### src/rtl/rgb_stream_pkg.sv
// Shared sizes, byte-lane order encodings and bus structs for the RGB stream packer.
// Lane 0 of every lane-packed vector sits in bits [7:0].
package rgb_stream_pkg;

  localparam int BYTES_PER_PIXEL = 3;
  localparam int WORD_BYTES      = 4;
  localparam int BUF_BYTES       = 8;

  // Byte-lane order of one pixel in the output stream
  localparam int RGB_ORDER_BGR = 0;  // lanes ascending: b, g, r
  localparam int RGB_ORDER_RGB = 1;  // lanes ascending: r, g, b

  typedef struct packed {
    logic [7:0] r;
    logic [7:0] g;
    logic [7:0] b;
  } rgb_pixel_t;

  typedef struct packed {
    logic [31:0] tdata;
    logic [3:0]  tkeep;
    logic        tlast;
    logic        tuser;
  } axis_word_t;

  function automatic logic [23:0] pixel_lanes(input rgb_pixel_t p, input int order);
    return (order == RGB_ORDER_RGB) ? {p.b, p.g, p.r} : {p.r, p.g, p.b};
  endfunction

endpackage

### src/rtl/rgb_stream_packer.sv
// Packs 24-bit pixels into 32-bit AXI4-Stream words (4 pixels -> 3 words); eol flushes a partial word.
// Latency: word registered 1 cycle after enough bytes exist; stalls input when the 8-byte buffer cannot take 3 more.
// Optional RGB_PACKER_FORCE_KEEP_EN: flush words carry tkeep=4'hF with zero padding.
module rgb_stream_packer
  import rgb_stream_pkg::*;
#(
  parameter int RGB_ORDER = RGB_ORDER_BGR
) (
  input  logic        aclk,
  input  logic        areset,
  input  logic [7:0]  r,
  input  logic [7:0]  g,
  input  logic [7:0]  b,
  input  logic        valid,
  input  logic        sof,
  input  logic        eol,
  output logic        in_stream_ready,
  output logic [31:0] out_stream_tdata,
  output logic [3:0]  out_stream_tkeep,
  output logic        out_stream_tlast,
  output logic        out_stream_tuser,
  output logic        out_stream_tvalid,
  input  logic        out_stream_tready
);

  logic [BUF_BYTES-1:0][7:0] buf_q, buf_d;
  logic [3:0]                cnt_q, cnt_d;
  logic                      eol_pending_q, eol_pending_d;
  logic                      sof_pending_q, sof_pending_d;
  logic                      tvalid_q, tvalid_d;
  axis_word_t                out_q, out_d;

  logic        load, accept, last_word;
  logic [3:0]  take, rem, idx;
  logic [2:0]  wr;
  logic [23:0] pix;

  always_comb begin
    buf_d         = buf_q;
    out_d         = out_q;
    tvalid_d      = tvalid_q;
    idx           = '0;
    wr            = '0;
    pix           = pixel_lanes(rgb_pixel_t'({r, g, b}), RGB_ORDER);

    load            = (!tvalid_q || out_stream_tready) &&
                      ((cnt_q >= 4'd4) || (eol_pending_q && (cnt_q != 4'd0)));
    in_stream_ready = !eol_pending_q && ((cnt_q <= 4'd5) || load);
    accept          = valid && in_stream_ready;

    take      = load ? ((cnt_q >= 4'd4) ? 4'd4 : cnt_q) : 4'd0;
    rem       = cnt_q - take;
    cnt_d     = rem + (accept ? 4'd3 : 4'd0);
    last_word = load && eol_pending_q && (rem == 4'd0);

    // Drop the bytes going out this cycle, then append the new pixel behind the survivors
    for (int i = 0; i < BUF_BYTES; i++) begin
      idx      = 4'(i) + take;
      buf_d[i] = (idx < 4'(BUF_BYTES)) ? buf_q[idx[2:0]] : 8'h00;
    end
    if (accept) begin
      for (int j = 0; j < BYTES_PER_PIXEL; j++) begin
        wr        = rem[2:0] + 3'(j);
        buf_d[wr] = pix[8*j +: 8];
      end
    end

    if (load) begin
      tvalid_d    = 1'b1;
      out_d.tlast = last_word;
      out_d.tuser = sof_pending_q;
      for (int l = 0; l < WORD_BYTES; l++) begin
        out_d.tdata[8*l +: 8] = (4'(l) < take) ? buf_q[l] : 8'h00;
`ifdef RGB_PACKER_FORCE_KEEP_EN
        out_d.tkeep[l] = 1'b1;
`else
        out_d.tkeep[l] = (4'(l) < take);
`endif
      end
    end else if (out_stream_tready) begin
      tvalid_d = 1'b0;
    end

    sof_pending_d = (sof_pending_q && !load) || (accept && sof);
    eol_pending_d = (eol_pending_q && !last_word) || (accept && eol);
  end

  always_ff @(posedge aclk or posedge areset) begin
    if (areset) begin
      buf_q         <= '0;
      cnt_q         <= '0;
      eol_pending_q <= 1'b0;
      sof_pending_q <= 1'b0;
      tvalid_q      <= 1'b0;
      out_q         <= '0;
    end else begin
      buf_q         <= buf_d;
      cnt_q         <= cnt_d;
      eol_pending_q <= eol_pending_d;
      sof_pending_q <= sof_pending_d;
      tvalid_q      <= tvalid_d;
      out_q         <= out_d;
    end
  end

  assign out_stream_tdata  = out_q.tdata;
  assign out_stream_tkeep  = out_q.tkeep;
  assign out_stream_tlast  = out_q.tlast;
  assign out_stream_tuser  = out_q.tuser;
  assign out_stream_tvalid = tvalid_q;

endmodule

### config.mk
export PLATFORM = sky130hd
export DESIGN_NAME = rgb_stream_packer
export DESIGN_NICKNAME = d
export VERILOG_FILES = /design/src/rtl/rgb_stream_pkg.sv /design/src/rtl/rgb_stream_packer.sv
export SDC_FILE = /design/constraint.sdc
export NUM_CORES = 1
export LEC_CHECK = 0
export BUFFER_PORTS_ARGS = -buffer_cell sky130_fd_sc_hd__buf_2
export CAP_MARGIN = 10
export CORE_ASPECT_RATIO = 0.75
export CORE_MARGIN = 5
export CORE_UTILIZATION = 55
export CTS_CLUSTER_DIAMETER = 50
export DETAILED_ROUTE_END_ITERATION = 8
export HOLD_SLACK_MARGIN = 0.02
export PLACE_DENSITY_LB_ADDON = 0.12
export SLEW_MARGIN = 30
export SYNTH_ARGS = -nofsm -noshare
export SYNTH_HDL_FRONTEND = slang
export SYNTH_SLANG_ARGS = --single-unit
export TNS_END_PERCENT = 50
### constraint.sdc
create_clock -name aclk -period 6 [get_ports aclk]
set_input_delay 1.2 -clock aclk [delete_from_list [all_inputs] [get_ports aclk]]
set_output_delay 1.2 -clock aclk [all_outputs]
set_load 0.01 [all_outputs]
Word-level counts from Yosys, hierarchy flattened
Cells that the tools add are included.
- register bits after elaboration: 109
- output and inout bits: 40
- add/sub/neg operators: 11
- order comparisons: 28
- muxes and demuxes: 43
- reduce and logical (&&, ||, !) cells: 25
- operator list (kind ; number):
    $bmux W8 S3 ; 8
    $bwmux W64 ; 3
    $mux W8 ; 23
    $demux W8 S3 ; 3
    $mux W64 ; 1
    $lt A3 B4 Y1 const B ; 11
    $lt A4 B4 Y1 const B ; 8
    $add A3 B4 Y4 const A ; 4
    $logic_and A1 B1 Y1 ; 13
    $ge A3 B1 Y1 const B ; 3
    $add A2 B4 Y4 const A ; 2
    $lt A1 B4 Y1 const A ; 2
    $lt A2 B4 Y1 const A ; 2
    $mux W4 ; 2
    $logic_or A1 B1 Y1 ; 5
    $add A1 B4 Y4 const A ; 1
    $add A4 B2 Y4 ; 1
    $ge A4 B3 Y1 const B ; 1
    $le A4 B3 Y1 const B ; 1
    $logic_not A1 Y1 ; 4
    $logic_not A4 Y1 ; 1
    $reduce_bool A4 Y1 ; 1
    $sub A4 B4 Y4 ; 1
    $add A3 B1 Y3 const B ; 1
    other kinds (4) ; 5

Longest topological paths before layout
- word-level depth: 14
- mapped depth: 15
- depth with buffers taken out: 11

Worst setup path before layout
OpenSTA, ideal clock, no wires.
- path kind: input to register
- start point: in out_stream_tready
- end point: reg buf_q[18] in the netlist's numbering
- library setup time: 87 ps
- arrival time: 4526 ps
- data required time: 5913 ps
- setup slack: 1387 ps
- stages: 15
- buffers on the path: 4
- path through: nand2b_1 -> buf_2 -> nand3_1 -> clkbuf_1 -> fa_1 -> clkbuf_1 -> clkinv_1 -> ha_1 -> buf_2 -> nand2_1 -> a311oi_1 -> a31oi_1 -> o21ai_0 -> o211ai_1 -> a22oi_1
- RTL lines (item ; line ; text):
    start: declaration ; rgb_stream_packer.sv:23 ; input logic out_stream_tready
    end signal: assignment ; rgb_stream_packer.sv:97 ; buf_q <= buf_d;
    end: declaration ; rgb_stream_packer.sv:26 ; logic [BUF_BYTES-1:0][7:0] buf_q, buf_d;

==> run summary <==
status: finished, violations left
failing checks: DRC
crit path cell chain: buf_2 -> nand2b_1 -> buf_4 -> nand3_1 -> fa_2 -> clkinv_1 -> ha_1 -> nand2_1 -> a311oi_1 -> a31oi_1 -> o21ai_0 -> o211ai_1 -> a22oi_1
TritonCTS buffer count: 9
count leader, synth: nand2_1
internal power: 3180 uW
Syn Std Cell Area: 9780 um^2
Worst setup SP type: input port
minimum clock period: 4.85 ns
area leader, netlist: dfrtp_1
family with the most delay on the worst path: adder cells
initial antenna violation count: 0
router iterations before antenna repair: 9
Die ar.: 20600 um^2
worst min-delay path class: reg2reg
fin crit share: 80.8%
Setup violations, final: 0
ys flop type: dfrtp_1
Cells after Synth: 1166
gpl congestion: 1.06
Comb pwr share: 73.1%
DR WL/cell: 29.3 um
post-synthesis register bit count: 109
Syn Area/Cell: 8.39 um^2
Post-DP HPWL: 28400 um
Critical Path End Type: flop
Hold-fix buffers, CTS: 0
ratio of cells with drive above 1 in the final layout: 17.4%
deepest clock path buffer count: 2
Final Max Slew Viols: 0
initial core utilization: 55.7%
CTS Sinks: 109
sequential area share after synthesis: 27.9%
RSZ-0062 raised after global routing: no
area grow syn2layout: 6.94%
Setup Skew: 0.0179 ns
# nets final: 1198
Worst-path clk slew: 0.09 ns
dpl cells: 1384
most frequent cells after synthesis: 119 x nand2_1, 109 x dfrtp_1, 80 x a21oi_1
Synth async-reset ratio: 100%
vias: 10900
WP buf/inv: 3
final hold slack: 0.475 ns
measured slew at the worst slew-check pin: 1.06 ns
Syn. warnings: 0
Power Dens Cells: 723 nW/um^2
total global-route track usage: 38.8%
clk_lat worst skew: 0.38 ns
core area: 17600 um^2
critical path required time: 6.29 ns
diode count: 0
H-tree depth: 3
FF+latch area: 2730 um^2
GRT overflow: 0
count of flip-flops with a built-in enable after synthesis: 0
final wirelength: 41000 um
Starting DRT DRC Count: 2141
power share of the clock group: 8.3%
Max VDD drop: 652 uV
sequential power share: 18.6%
multi-input logic area: 6510 um^2
CTS Root Cell: clkbuf_16
Max Freq: 0.206 GHz
non-filler cells, final: 1400
pin count of the biggest net entering global routing: 80
Fillers: 1710
CP arrival: 5.14 ns
row count: 42
Die Ht: 126 um
share of the synthesized area in the top cell type: 27.9%
post-layout util: 59.6%
Slew HR: 29.4%
Crit Path Class: in2reg
Distinct cells, synth: 84
worst-path fanout max: 19
# IOs: 70
vias in the first global route: 9890
CTS tree: done
post-CTS setup buffer count: 0
first-pass GRT wire length: 61600 um
Net Sw Frac: 57.9%
Final Power: 7570 uW
max-cap violation count: 0
final setup TNS: 0 ns
leakage: 0.00409 uW
P_sw: 4380 uW
# DRC: 19
DR vias/cell: 7.76
PostCTS Resize Cnt: 0
largest cells by area after synthesis: dfrtp_1 28%, nand2_1 4.6%, o22ai_1 4.5%, a21oi_1 4.1%, mux2i_1 4.1%
Final Hold Viols: 0
Die Span X: 164 um
Final ANT Viol Nets: 0
highest cell delay on the worst timing path: 0.82 ns
Slowest cell on crit path: ha_1
Port Buffers: 69
power groups by stage:
stage	clock network, uW	registers, uW	logic (uW)
after global placement	0	1400	5230
after global routing	652	1440	5810
after detailed placement	0	1400	5270
after floorplan	0	1290	3780
after CTS	625	1390	5300
final	627	1410	5530
logic make-up after synthesis:
family	count (synthesis)	synth area share [%]
compound gates	494	35.6
xor+xnor	8	1.09
fa+ha+maj	15	2.07
buf+inv	141	6.25
flops	109	27.9
mux	82	10.8
other cells	1	0.0383
simple gates	316	16.3
worst reg2reg max path, stage by stage (launching register included):
cell and delay, ns:
dfrtp_1 0.33, buf_4 0.34, and2_1 0.50, nand3_1 0.21, fa_2 0.61, clkinv_1 0.25, ha_1 0.82, nand2_1 0.27
a311oi_1 0.63, a31oi_1 0.12, o21ai_0 0.23, o211ai_1 0.13, a22oi_1 0.19
stage by stage:
stage          cell area [um^2]  setup slack [ns]
2_1_floorplan              9790              1.39
3_3_place_gp              10100              1.12
3_5_place_dp              10200             0.971
4_1_cts                   10500              1.31
5_1_grt                   10500             0.930
6_report                  10500              1.15
worst paths after layout:
path | end | start | slack (ns) | depth (start not counted)
setup / recovery | buf_q[18] | out_stream_tready | 1.15 | 13
hold / removal | out_stream_tkeep[2] | out_stream_tkeep[2] | 0.48 | 1
setup reg to reg | buf_q[18] | eol_pending_q | 1.31 | 12
hold reg to reg | out_stream_tkeep[2] | out_stream_tkeep[2] | 0.48 | 1
max in group asynchronous | buf_q[43] | areset | 4.05 | 3
min in group asynchronous | buf_q[40] | areset | 0.88 | 2
layout by cell type, fill, tap and decap left out, types with 12 or more instances in the layout:
master	instances
a31oi_1	36
nor3_1	26
o21ai_0	60
nand3_1	27
a222oi_1	13
mux2i_1	40
a221oi_1	16
mux2_2	26
nand2b_1	29
a21oi_1	80
dfrtp_1	108
buf_4	24
nand2_1	118
a211oi_1	14
buf_2	69
a22o_1	25
o211ai_1	14
nor2_1	42
mux4_2	16
inv_1	16
a22oi_1	46
o221ai_1	13
o22ai_1	71
ha_1	12
final cells by class:
cell class | instances | share of cell area [%]
Clock inverter | 7 | 0.682
Clock buffer | 9 | 2.15
Tap cell | 242 | 2.89
Timing Repair Buffer | 94 | 5.13
Multi-Input combinational cell | 917 | 62.2
Sequential cell | 109 | 26.1
Inverter | 22 | 0.813
state kept, by name (all words and copies together), names as in the netlist:
name and count:
out_stream_tlast 1, out_stream_tdata 32, cnt_q 4, out_stream_tvalid 1, out_stream_tkeep 4, out_stream_tuser 1
eol_pending_q 1, buf_q 64, sof_pending_q 1
per-layer routing:
| layer | GRT usage, % | routed length [um] |
|---|---|---|
| met1 | 56.3 | 16100 |
| met2 | 54.5 | 17100 |
| met3 | 8.26 | 5360 |
| met4 | 19.2 | 2470 |
| met5 | 0 | 0 |
(Power assumes the default switching activity.)
